$ cat config.mk
export PLATFORM = sky130hd
export DESIGN_NAME = cycle_timing_gen
export DESIGN_NICKNAME = d
export VERILOG_FILES = /design/src/rtl/cycle_timing_gen.sv
export SDC_FILE = /design/constraint.sdc
export NUM_CORES = 1
export LEC_CHECK = 0
export ABC_AREA = 1
export CORE_MARGIN = 1
export CORE_UTILIZATION = 57
export CTS_CLUSTER_SIZE = 16
export DETAILED_ROUTE_END_ITERATION = 7
export PLACE_DENSITY = 0.82
export SETUP_SLACK_MARGIN = 0.5
export SLEW_MARGIN = 20
export SYNTH_ARGS = -nofsm -noshare
export SYNTH_HDL_FRONTEND = slang
export SYNTH_SLANG_ARGS = --single-unit
export TNS_END_PERCENT = 1
$ cat constraint.sdc
create_clock -name sysclk -period 3.8 [get_ports sysclk]
set_clock_uncertainty 0.2 [all_clocks]
set_input_delay 1.14 -clock sysclk [delete_from_list [all_inputs] [get_ports sysclk]]
set_output_delay 1.14 -clock sysclk [all_outputs]
set_load 0.02 [all_outputs]
$ cat src/rtl/cycle_timing_gen.sv
// i4004 instruction-cycle timing generator: two-phase clock, eight
// subcycle strobes and single/double-cycle scheduling with run/halt.
module cycle_timing_gen #(
  parameter int CLK_DIV = 17
) (
  input  logic sysclk,
  input  logic poc,
  input  logic run,
  input  logic dc_next,
  output logic clk1,
  output logic clk2,
  output logic a12,
  output logic a22,
  output logic a32,
  output logic m12,
  output logic m22,
  output logic x12,
  output logic x22,
  output logic x32,
  output logic sync,
  output logic sc,
  output logic dc,
  output logic cycle_start,
  output logic idle
);

  localparam int DW = (CLK_DIV > 1) ? $clog2(CLK_DIV) : 1;
  localparam logic [DW-1:0] DIV_MAX = DW'(CLK_DIV - 1);

  typedef enum logic {IDLE, RUN} state_t;

  state_t state, state_nx;
  logic [DW-1:0] div, div_nx;
  logic [1:0] slot, slot_nx;
  logic [2:0] sub, sub_nx;
  logic sc_nx;
  logic boundary;
  logic active_nx;
  logic [7:0] stb, stb_nx;
  logic clk1_nx, clk2_nx, sync_nx, cs_nx;

  assign boundary = (state == RUN) && (sub == 3'd7)
                  && (slot == 2'd3) && (div == DIV_MAX);

  always_comb begin
    state_nx = state;
    div_nx   = div;
    slot_nx  = slot;
    sub_nx   = sub;
    sc_nx    = sc;
    unique case (state)
      IDLE: begin
        if (run) begin
          state_nx = RUN;
          div_nx   = '0;
          slot_nx  = 2'd0;
          sub_nx   = 3'd0;
        end
      end
      RUN: begin
        if (boundary) begin
          // second word of a two-word instruction is never extended
          sc_nx   = sc ? ~dc_next : 1'b1;
          div_nx  = '0;
          slot_nx = 2'd0;
          sub_nx  = 3'd0;
          if (!run) state_nx = IDLE;
        end else if (div == DIV_MAX) begin
          div_nx  = '0;
          slot_nx = slot + 2'd1;
          if (slot == 2'd3) sub_nx = sub + 3'd1;
        end else begin
          div_nx = div + 1'b1;
        end
      end
      default: state_nx = IDLE;
    endcase
  end

  // outputs are decoded from next-state so they land in flops
  always_comb begin
    active_nx = (state_nx == RUN);
    clk1_nx   = active_nx && (slot_nx == 2'd0);
    clk2_nx   = active_nx && (slot_nx == 2'd2);
    stb_nx    = active_nx ? (8'd1 << sub_nx) : 8'd0;
    sync_nx   = active_nx && (sub_nx == 3'd7);
    cs_nx     = active_nx && (sub_nx == 3'd0)
              && (slot_nx == 2'd0) && (div_nx == '0);
  end

  always_ff @(posedge sysclk or posedge poc) begin
    if (poc) begin
      state       <= IDLE;
      div         <= '0;
      slot        <= 2'd0;
      sub         <= 3'd0;
      sc          <= 1'b1;
      dc          <= 1'b0;
      clk1        <= 1'b0;
      clk2        <= 1'b0;
      stb         <= 8'd0;
      sync        <= 1'b0;
      cycle_start <= 1'b0;
      idle        <= 1'b1;
    end else begin
      state       <= state_nx;
      div         <= div_nx;
      slot        <= slot_nx;
      sub         <= sub_nx;
      sc          <= sc_nx;
      dc          <= ~sc_nx;
      clk1        <= clk1_nx;
      clk2        <= clk2_nx;
      stb         <= stb_nx;
      sync        <= sync_nx;
      cycle_start <= cs_nx;
      idle        <= ~active_nx;
    end
  end

  assign a12 = stb[0];
  assign a22 = stb[1];
  assign a32 = stb[2];
  assign m12 = stb[3];
  assign m22 = stb[4];
  assign x12 = stb[5];
  assign x22 = stb[6];
  assign x32 = stb[7];

endmodule

Word-level counts from Yosys, hierarchy flattened --
Index checks and enable logic that the tools add are counted. W data, S select, Z words.
Storage, ports and cells: flip-flop bits (word level) 26, word-level logic and storage cells 57, output and inout port bits 15, input bits 4
Cells by class: reductions and logical operators 12, shift-type cells 1, mux-type cells 20, bitwise logic cells 4, add/sub/neg operators 3, eq/ne operators 5
Operators with widths (count):
- $mux W5 | 3
- $mux W3 | 4
- $pmux W5 S2 | 1
- $logic_and A1 B1 Y1 | 9
- $mux W8 | 1
- $shl A1 B3 Y8 const A | 1
- $eq A3 B3 Y1 const B | 2
- $mux W2 | 3
- $pmux W3 S2 | 1
- $add A5 B1 Y5 const B | 1
- $eq A5 B5 Y1 const B | 1
- $logic_not A5 Y1 | 1
- $mux W1 | 5
- $eq A2 B2 Y1 const B | 2
- $not A1 Y1 | 4
- $pmux W2 S2 | 1
- $add A3 B1 Y3 const B | 1
- $logic_not A3 Y1 | 1
- $add A2 B1 Y2 const B | 1
- $logic_not A2 Y1 | 1
- $pmux W1 S2 | 1

Logic depth before layout (Yosys ltp) --
Gate-level depths: netlist of the first run.
word-level depth 10, depth in mapped cells 12, depth with buffers taken out 12

Least setup slack after synthesis of the first run --
No wires, ideal clock.
path kind input-to-reg, start in run, end reg cycle_start, arrival time 1.808 ns, path buffers 0, stages on the path 6, path slack 1.723 ns, cells stage by stage inv_1 -> o21ai_0 -> o21ai_2 -> nor2_2 -> nand2_2 -> nor2_2
Between the ends: cells in the longest elaborated chain, start to end 6, elaborated cells on any way between the ends 15
RTL lines:
- from (decl) | RTL line 8 | input logic run,
- $mux W3 | RTL line 53 | if (run) begin
- $pmux W3 S2 | RTL line 51 | unique case (state)
- via sub_nx[1] | RTL line 35 | logic [2:0] sub, sub_nx;
- $logic_not A3 Y1 | RTL line 87 | cs_nx = active_nx && (sub_nx == 3'd0)
- $logic_and A1 B1 Y1 | RTL line 87
- $logic_and A1 B1 Y1 (2 in series) | RTL line 88 | && (slot_nx == 2'd0) && (div_nx == '0);
- via cs_nx | RTL line 40 | logic clk1_nx, clk2_nx, sync_nx, cs_nx;
- to (signal assigned) | RTL line 116 | cycle_start <= cs_nx;
- to (decl) | RTL line 23 | output logic cycle_start,
The timed path passes the listed nets, and every way through them passes these cells.

Final worst setup path of the first run --
start reg sc, end out sc
RTL lines:
- from (decl) | RTL line 21 | output logic sc,
- from (signal assigned) | RTL line 110 | sc <= sc_nx;
No word-level cell between the ends.

==> results of run 1 <==
==> cells in the mapped netlist (all sizes together) <==
cell type,number
nand2,45
dfrtp,23
nor2,23
inv,16
nand3,10
ha,5
nand4,5
buf,3
o21ai,3
a21oi,2
dfstp,2
and2,1
clkinv,1
nand3b,1
o211ai,1
or2,1
==> sequential cells by signal (all words and copies together), names as in the netlist <==
signal       cells
clk1             1
clk2             1
cycle_start      1
dc               1
div              5
idle             1
sc               1
slot             2
state            1
stb              8
sub              3
==> cells by family after synthesis <==
family                     count (synthesis)
and+or+nand+nor                           86
DFF                                       25
buffers and inverters                     20
AOI/OAI and AO/OA                          6
adders and majority gates                  5
==> power by group through the flow <==
stage | Combinational [W] | Clock (W) | Sequential, W
2_1_floorplan | 0.000372 | 0 | 0.000489
3_3_place_gp | 0.000548 | 0 | 0.000455
3_5_place_dp | 0.000569 | 0 | 0.000459
4_1_cts | 0.000571 | 0.000120 | 0.000454
5_1_grt | 0.000639 | 0.000130 | 0.000469
6_report | 0.000567 | 0.000112 | 0.000456
==> per-layer routing <==
metal	up-vias	GRT usage, %	wire length, microns
met2	25	34.9	1050
met1	455	28.4	1010
met5	-	0	0
met3	2	2.78	106
li1	480	-	-
met4	0	8.10	12
==> area by class of cell <==
cell class / count / share of cell area (%)
clock buffer: 3 / 1.48
timing repair buffer: 18 / 11.8
sequential: 25 / 41.2
clock inverter: 1 / 0.329
tap: 27 / 2.22
multi-input combinational: 97 / 38.6
inverter: 17 / 4.27
==> worst max-delay path by stage <==
stage / from / to / slack (ns) / depth (start not counted)
global placement: run / cycle_start / 1.05 / 7
detailed placement: run / cycle_start / 1.04 / 7
finish: sc / sc / 1.0 / 1
floorplan: run / cycle_start / 1.72 / 6
global route: sc / sc / 0.95 / 1
CTS: sc / sc / 0.97 / 1
==> per-stage QoR <==
stage	util [%]	cell area, sq um	std cells	power (W)	setup WS, ns
2_1_floorplan	-	1310	142	0.000861	1.72
3_3_place_gp	72.5	1500	184	0.00100	1.05
3_5_place_dp	72.5	1500	184	0.00103	1.04
4_1_cts	73.8	1520	188	0.00114	0.974
5_1_grt	73.8	1520	188	0.00124	0.949
6_report	73.8	1520	188	0.00114	0.995
==> reports/results.md, run 1 <==
| Parameter | Value |
|:---|:---|
| Level count of the clock H-tree | 1 |
| Initial antenna violation count | 0 |
| Ratio of total power to cell area | 745 nW/um^2 |
| NetSw | 0.000496 W |
| Root Buffer Master | clkbuf_4 |
| DRC Markers | 0 |
| Seq pwr share | 40.2% |
| Compound-cell area share of the yosys netlist | 3.07% |
| Critical path data arrival time | 1.46 ns |
| Delay of the slowest cell on the worst path | 0.60 ns |
| CP endpoint kind | output pin |
| Number of buffers inserted for hold repair after clock tree synthesis | 0 |
| Tightest slew margin relative to the limit | 39.8% |
| Worst-path fanout max | 3 |
| Number of diodes added for antenna fixing | 0 |
| Most common library cell in the layout ignoring fill and taps | nand2_1 |
| Sw Share | 43.7% |
| TritonCTS buffer count | 3 |
| Sequential cell area fraction in the yosys report | 48.1% |
| Final-report max-slew violation count | 0 |
| Post-DP HPWL | 1680 microns |
| Count of warnings emitted by yosys | 0 |
| Top cell family by delay on the critical path | buffers and inverters |
| Cell variety after synth | 27 |
| Gate Count Post-Synth | 142 |
| Depth of the worst register-to-register path | 12 |
| WP data required | 2.46 ns |
| Final Hold Fails | 0 |
| Number of antenna-violating nets in the routed design | 0 |
| Total vias in the final route | 962 |
| Global Route Usage Sum | 21.2% |
| Post_cts resized | 0 |
| I/O pin count | 19 |
| Cell leakage power | 0.761 nW |
| Total buffers and inverters traversed by the critical path | 1 |
| Share of synthesized cell area in and, or, nand and nor gates | 37.2% |
| Routed WL | 2180 microns |
| Largest cells by area after synthesis | dfrtp_1, nand2_1, ha_1 |
| Maximum achievable frequency | 357 MHz |
| Worst skew pair latency | 0.31 ns |
| Tightest Pin Transition | 0.902 ns |
| Cell taking the most area after synthesis | dfrtp_1 |
| TritonCTS clock tree | done |
| Combinational family with the most area after synthesis | simple AND/OR/NAND/NOR gates |
| Category of the worst setup path launch point | flop |
| Maximum VDD drop | 0.511 mV |
| Period utilization | 73.8% |
| Area of the multi-input gates | 588 sq um |
| Cell-by-cell listing of the critical path | clkdlybuf4s50_1 |
| Share of synthesized cell area in full adder, half adder and majority cells | 4.79% |
| Share of post-route cells with drive strength above 1 | 23.0% |
| Area of the core | 2060 sq um |
| Crit path time final | 2.80 ns |
| Outcome | finished clean |
| Synthesized cell area | 1310 sq um |
| Flip-flop and latch count after synthesis | 25 |
| Multiplexer share of the synthesized area | 0% |
| Cell Int Power | 0.000639 W |
| Largest net degree at the start of global routing | 26 |
| Worst hold path type | reg2reg |
| Fraction of power consumed by combinational cells | 50.0% |
| Number of buffers added on ports | 18 |
| RSZ-0062 raised after global routing | false |
| Worst-case clock buffer depth | 2 |
| End of the worst register-to-register path | stb[1] |
| Number of setup buffers added after CTS | 0 |
| Number of nets at the end of the flow | 171 |
| Critical path class | reg2out |
| Final weighted congestion of routability-driven global placement | 0.823 |
| Flop2flop setup slack | 1.85 ns |
| Slowest stage cell, crit path | clkdlybuf4s50_1 |
| Count of endpoints failing setup in the final report | 0 |
| Final routed wire length divided by cell count | 11.6 microns |
| Clock share of power | 9.9% |
| Starting Density | 63.3% |
| Number of nets produced by synthesis | 151 |
| Die outline area | 2490 sq um |
| First-pass GRT wire length | 4020 microns |
| Synth Area in XOR/XNOR | 0% |
| Area added between synthesis and finish | 16.7% |
| CTS Sinks | 25 |
| Vertical extent of the die | 49.9 microns |
| Area taken by flip-flops and latches | 628 sq um |
| Post-route setup TNS | 0 ns |
| DR pass1 iterations | 4 |
| Area share of the leading cell type in the synthesized netlist | 44.1% |
| Worst-path clk slew | 0.13 ns |
| Number of global-route vias before repair | 968 |
| Num rows | 16 |
| Leading cell types in the layout, fill and taps excluded | nand2_1, dfrtp_1, clkdlybuf4s50_1 |
| GRT overflow | 0 |
| Worst hold path cell count | 2 |
| Reg-to-reg critical path startpoint | div[0] |
| DRC violation total after the first TritonRoute iteration | 20 |
| Terminating pin of the worst hold path | dc |
| Worst Hold Launch | sc |
| Overall die width | 49.9 microns |
| Hold Slack | 0.401 ns |
| Average vias per placed instance | 5.12 |
| # fillers | 153 |
| Max capacitance violation total | 0 |
| Post-Syn Area per Cell | 9.19 sq um |
Note: power is estimated with default switching activity, not from simulation.
==> inputs of run 2 (changes only) <==
- CORE_UTILIZATION: 57 -> 48
- PLACE_DENSITY: 0.82 -> 0.74
- clock period: 3.8 -> 2.5 ns (I/O delays scaled with it)
==> run 2 against run 1 <==
  * Non-clock buffer count grew 2
  * Final cell count rose by 2.7%
  * Core utilization fell by 13 points
  * Worst setup slack got worse by 0.72 ns
  * Clock-buffer cell count unchanged
  * Sequential share of layout area shrank 0.50 points
  * Combinational power rose by 50%
==> reports/results.md, run 2 (synthesis gave the netlist of run 1 again) <==
| Parameter | Value | Delta |
|:---|:---|:---|
| Die outline area | 2930 sq um | +18% |
| Outcome | finished clean |  |
| Tightest Pin Transition | 0.386 ns | -0.517 ns |
| DRC Markers | 0 | unchanged |
| Critical path data arrival time | 1.28 ns | -0.18 ns |
| Level count of the clock H-tree | 1 | unchanged |
| Slowest stage cell, crit path | clkdlybuf4s50_1 |  |
| Register with the most flip-flops | stb |  |
| # fillers | 232 | +52% |
| Overall die width | 54.1 microns | +8.6% |
| Worst-case clock buffer depth | 2 | unchanged |
| Starting Density | 51.7% | -12 points |
| Worst skew pair latency | 0.32 ns | about the same |
| WP data required | 1.55 ns | -0.91 ns |
| Num rows | 18 | +2 |
| Final routed wire length divided by cell count | 12.1 microns | +4.3% |
| Crit path capture | a12 |  |
| Worst-path fanout max | 1 | -2 |
| Global Route Usage Sum | 18.9% | -2.3 points |
| Depth of the worst register-to-register path | 12 | unchanged |
| DR pass1 iterations | 4 | unchanged |
| Leading cell types in the layout, fill and taps excluded | nand2_1, dfrtp_1, inv_1 |  |
| Total vias in the final route | 982 | +2.1% |
| Category of the worst setup path launch point | flop |  |
| Final instance area | 1540 sq um | +1.2% |
| Average vias per placed instance | 5.09 | -0.57% |
| Area added between synthesis and finish | 18.1% |  |
| Flop2flop setup slack | 0.56 ns | -1.29 ns |
| Minimum setup slack after placement | 0.0505 ns | -0.985 ns |
| Ratio of total power to cell area | 1120 nW/um^2 | +51% |
| Count of endpoints failing setup in the final report | 0 | unchanged |
| First-pass GRT wire length | 3900 microns | -2.9% |
| Number of antenna-violating nets in the routed design | 0 | unchanged |
| I/O pin count | 19 | unchanged |
| Critical path class | reg2out |  |
| CP endpoint kind | output pin |  |
| Reg-to-reg critical path startpoint | div[0] |  |
| RSZ-0062 raised after global routing | true |  |
| PnR worst setup slack | 0.272 ns | -0.723 ns |
| Worst hold path type | reg2reg |  |
| DRC violation total after the first TritonRoute iteration | 13 | -35% |
| Total buffers and inverters traversed by the critical path | 1 | unchanged |
| Number of setup buffers added after CTS | 0 | unchanged |
| Share of post-route cells with drive strength above 1 | 23.9% | +0.95 points |
| TritonCTS clock tree | done |  |
| Cell-by-cell listing of the critical path | clkdlybuf4s50_1 |  |
| Root Buffer Master | clkbuf_4 |  |
| Initial antenna violation count | 0 | unchanged |
| Delay of the slowest cell on the worst path | 0.60 ns | about the same |
| Final weighted congestion of routability-driven global placement | 0.783 | -4.9% |
| Largest net degree at the start of global routing | 26 | unchanged |
| GRT overflow | 0 | unchanged |
| Vertical extent of the die | 54.1 microns | +8.6% |
| Maximum VDD drop | 0.697 mV | +36% |
| Tightest slew margin relative to the limit | 74.3% | +35 points |
| Crit path time final | 2.23 ns |  |
| Largest regs | stb x8, div x5, sub x3 |  |
| CP Launch Point | stb[0] |  |
| Cell leakage power | 0.803 nW | +5.5% |
| TritonCTS buffer count | 3 | unchanged |
| Largest register FFs | 8 | unchanged |
| Final-report max-slew violation count | 0 | unchanged |
| Most common library cell in the layout ignoring fill and taps | nand2_1 |  |
| End of the worst register-to-register path | cycle_start |  |
| Worst-path clk slew | 0.15 ns | +0.02 ns |
| Number of diodes added for antenna fixing | 0 | unchanged |
| Post-DP HPWL | 1810 microns | +7.7% |
| Period utilization | 89.1% |  |
| Post-route setup TNS | 0 ns | unchanged |
| CTS Sinks | 25 | unchanged |
| Number of nets at the end of the flow | 173 | +1.2% |
| Post-place instance area | 1510 sq um | +1.3% |
| Number of global-route vias before repair | 910 | -6.0% |
| Routed WL | 2330 microns | +7.1% |
| Number of buffers added on ports | 18 | unchanged |
| Max capacitance violation total | 0 | unchanged |
| Maximum achievable frequency | 449 MHz |  |
| Number of cells on the critical path | 1 | unchanged |
| Top cell family by delay on the critical path | buffers and inverters |  |
| Final Hold Fails | 0 | unchanged |
| Area of the core | 2520 sq um | +22% |
-- run 2: worst min path at each step --
stage            from     end  cells after the start
2_1_floorplan  div[4]  div[4]                      2
3_3_place_gp       sc      dc                      2
3_5_place_dp   div[4]  div[4]                      2
4_1_cts        div[4]  div[4]                      2
5_1_grt        div[4]  div[4]                      2
6_report       div[4]  div[4]                      2
-- run 2: through the flow --
stage               util (%)  cells  hold WS (ns)  power (W)
floorplan                  -    142         0.312    0.00131
global placement        60.0    189         0.352    0.00153
detailed placement      60.0    189         0.361    0.00156
CTS                     61.0    193         0.391    0.00174
global route            61.1    193         0.439    0.00188
finish                  61.1    193         0.401    0.00173
-- run 2: routing by layer --
metal  vias to the layer above  GRT usage [%]  wire, microns
met1                       456           24.6           1060
li1                        489              -              -
met3                         4           4.24            101
met2                        33           30.7           1150
met5                         -              0              0
met4                         0           6.84             27
-- run 2: what timing repair did --
action | 4_1_cts | 5_1_grt
resized for setup | 4 | 1
hold buffers | 0 | 0
pin swaps | 0 | 0
setup endpoints to repair | 18 | 21
-- run 2: cell type report --
cell class / count / area [sq um] / area share, %
clock buffers: 3 / 22.5 / 1.46
clock inverters: 1 / 7.51 / 0.487
well taps: 30 / 37.5 / 2.44
multi-input cells: 97 / 588 / 38.1
repair buffers: 20 / 193 / 12.5
inverters: 17 / 65.1 / 4.22
flip-flops and latches: 25 / 628 / 40.7
-- run 2: report_power, final --
part,switching [W],leakage (nW),internal [W]
clock,0.000126,0.0139,0.0000611
sequential,0.000139,0.303,0.000554
combinational,0.000501,0.486,0.000349
total,0.000766,0.803,0.000964
-- run 2: worst register-to-register path, stage by stage, from the launching register on --
cell and delay [ns]:
dfrtp_1 0.46, inv_1 0.07, ha_1 0.19, nand2_1 0.09
clkinv_2 0.13, nand2_4 0.12, nor2_4 0.05, nor2_4 0.20
nand2_4 0.11, nand2_4 0.08, nor2_4 0.04, nand2_2 0.08
nor2_2 0.04
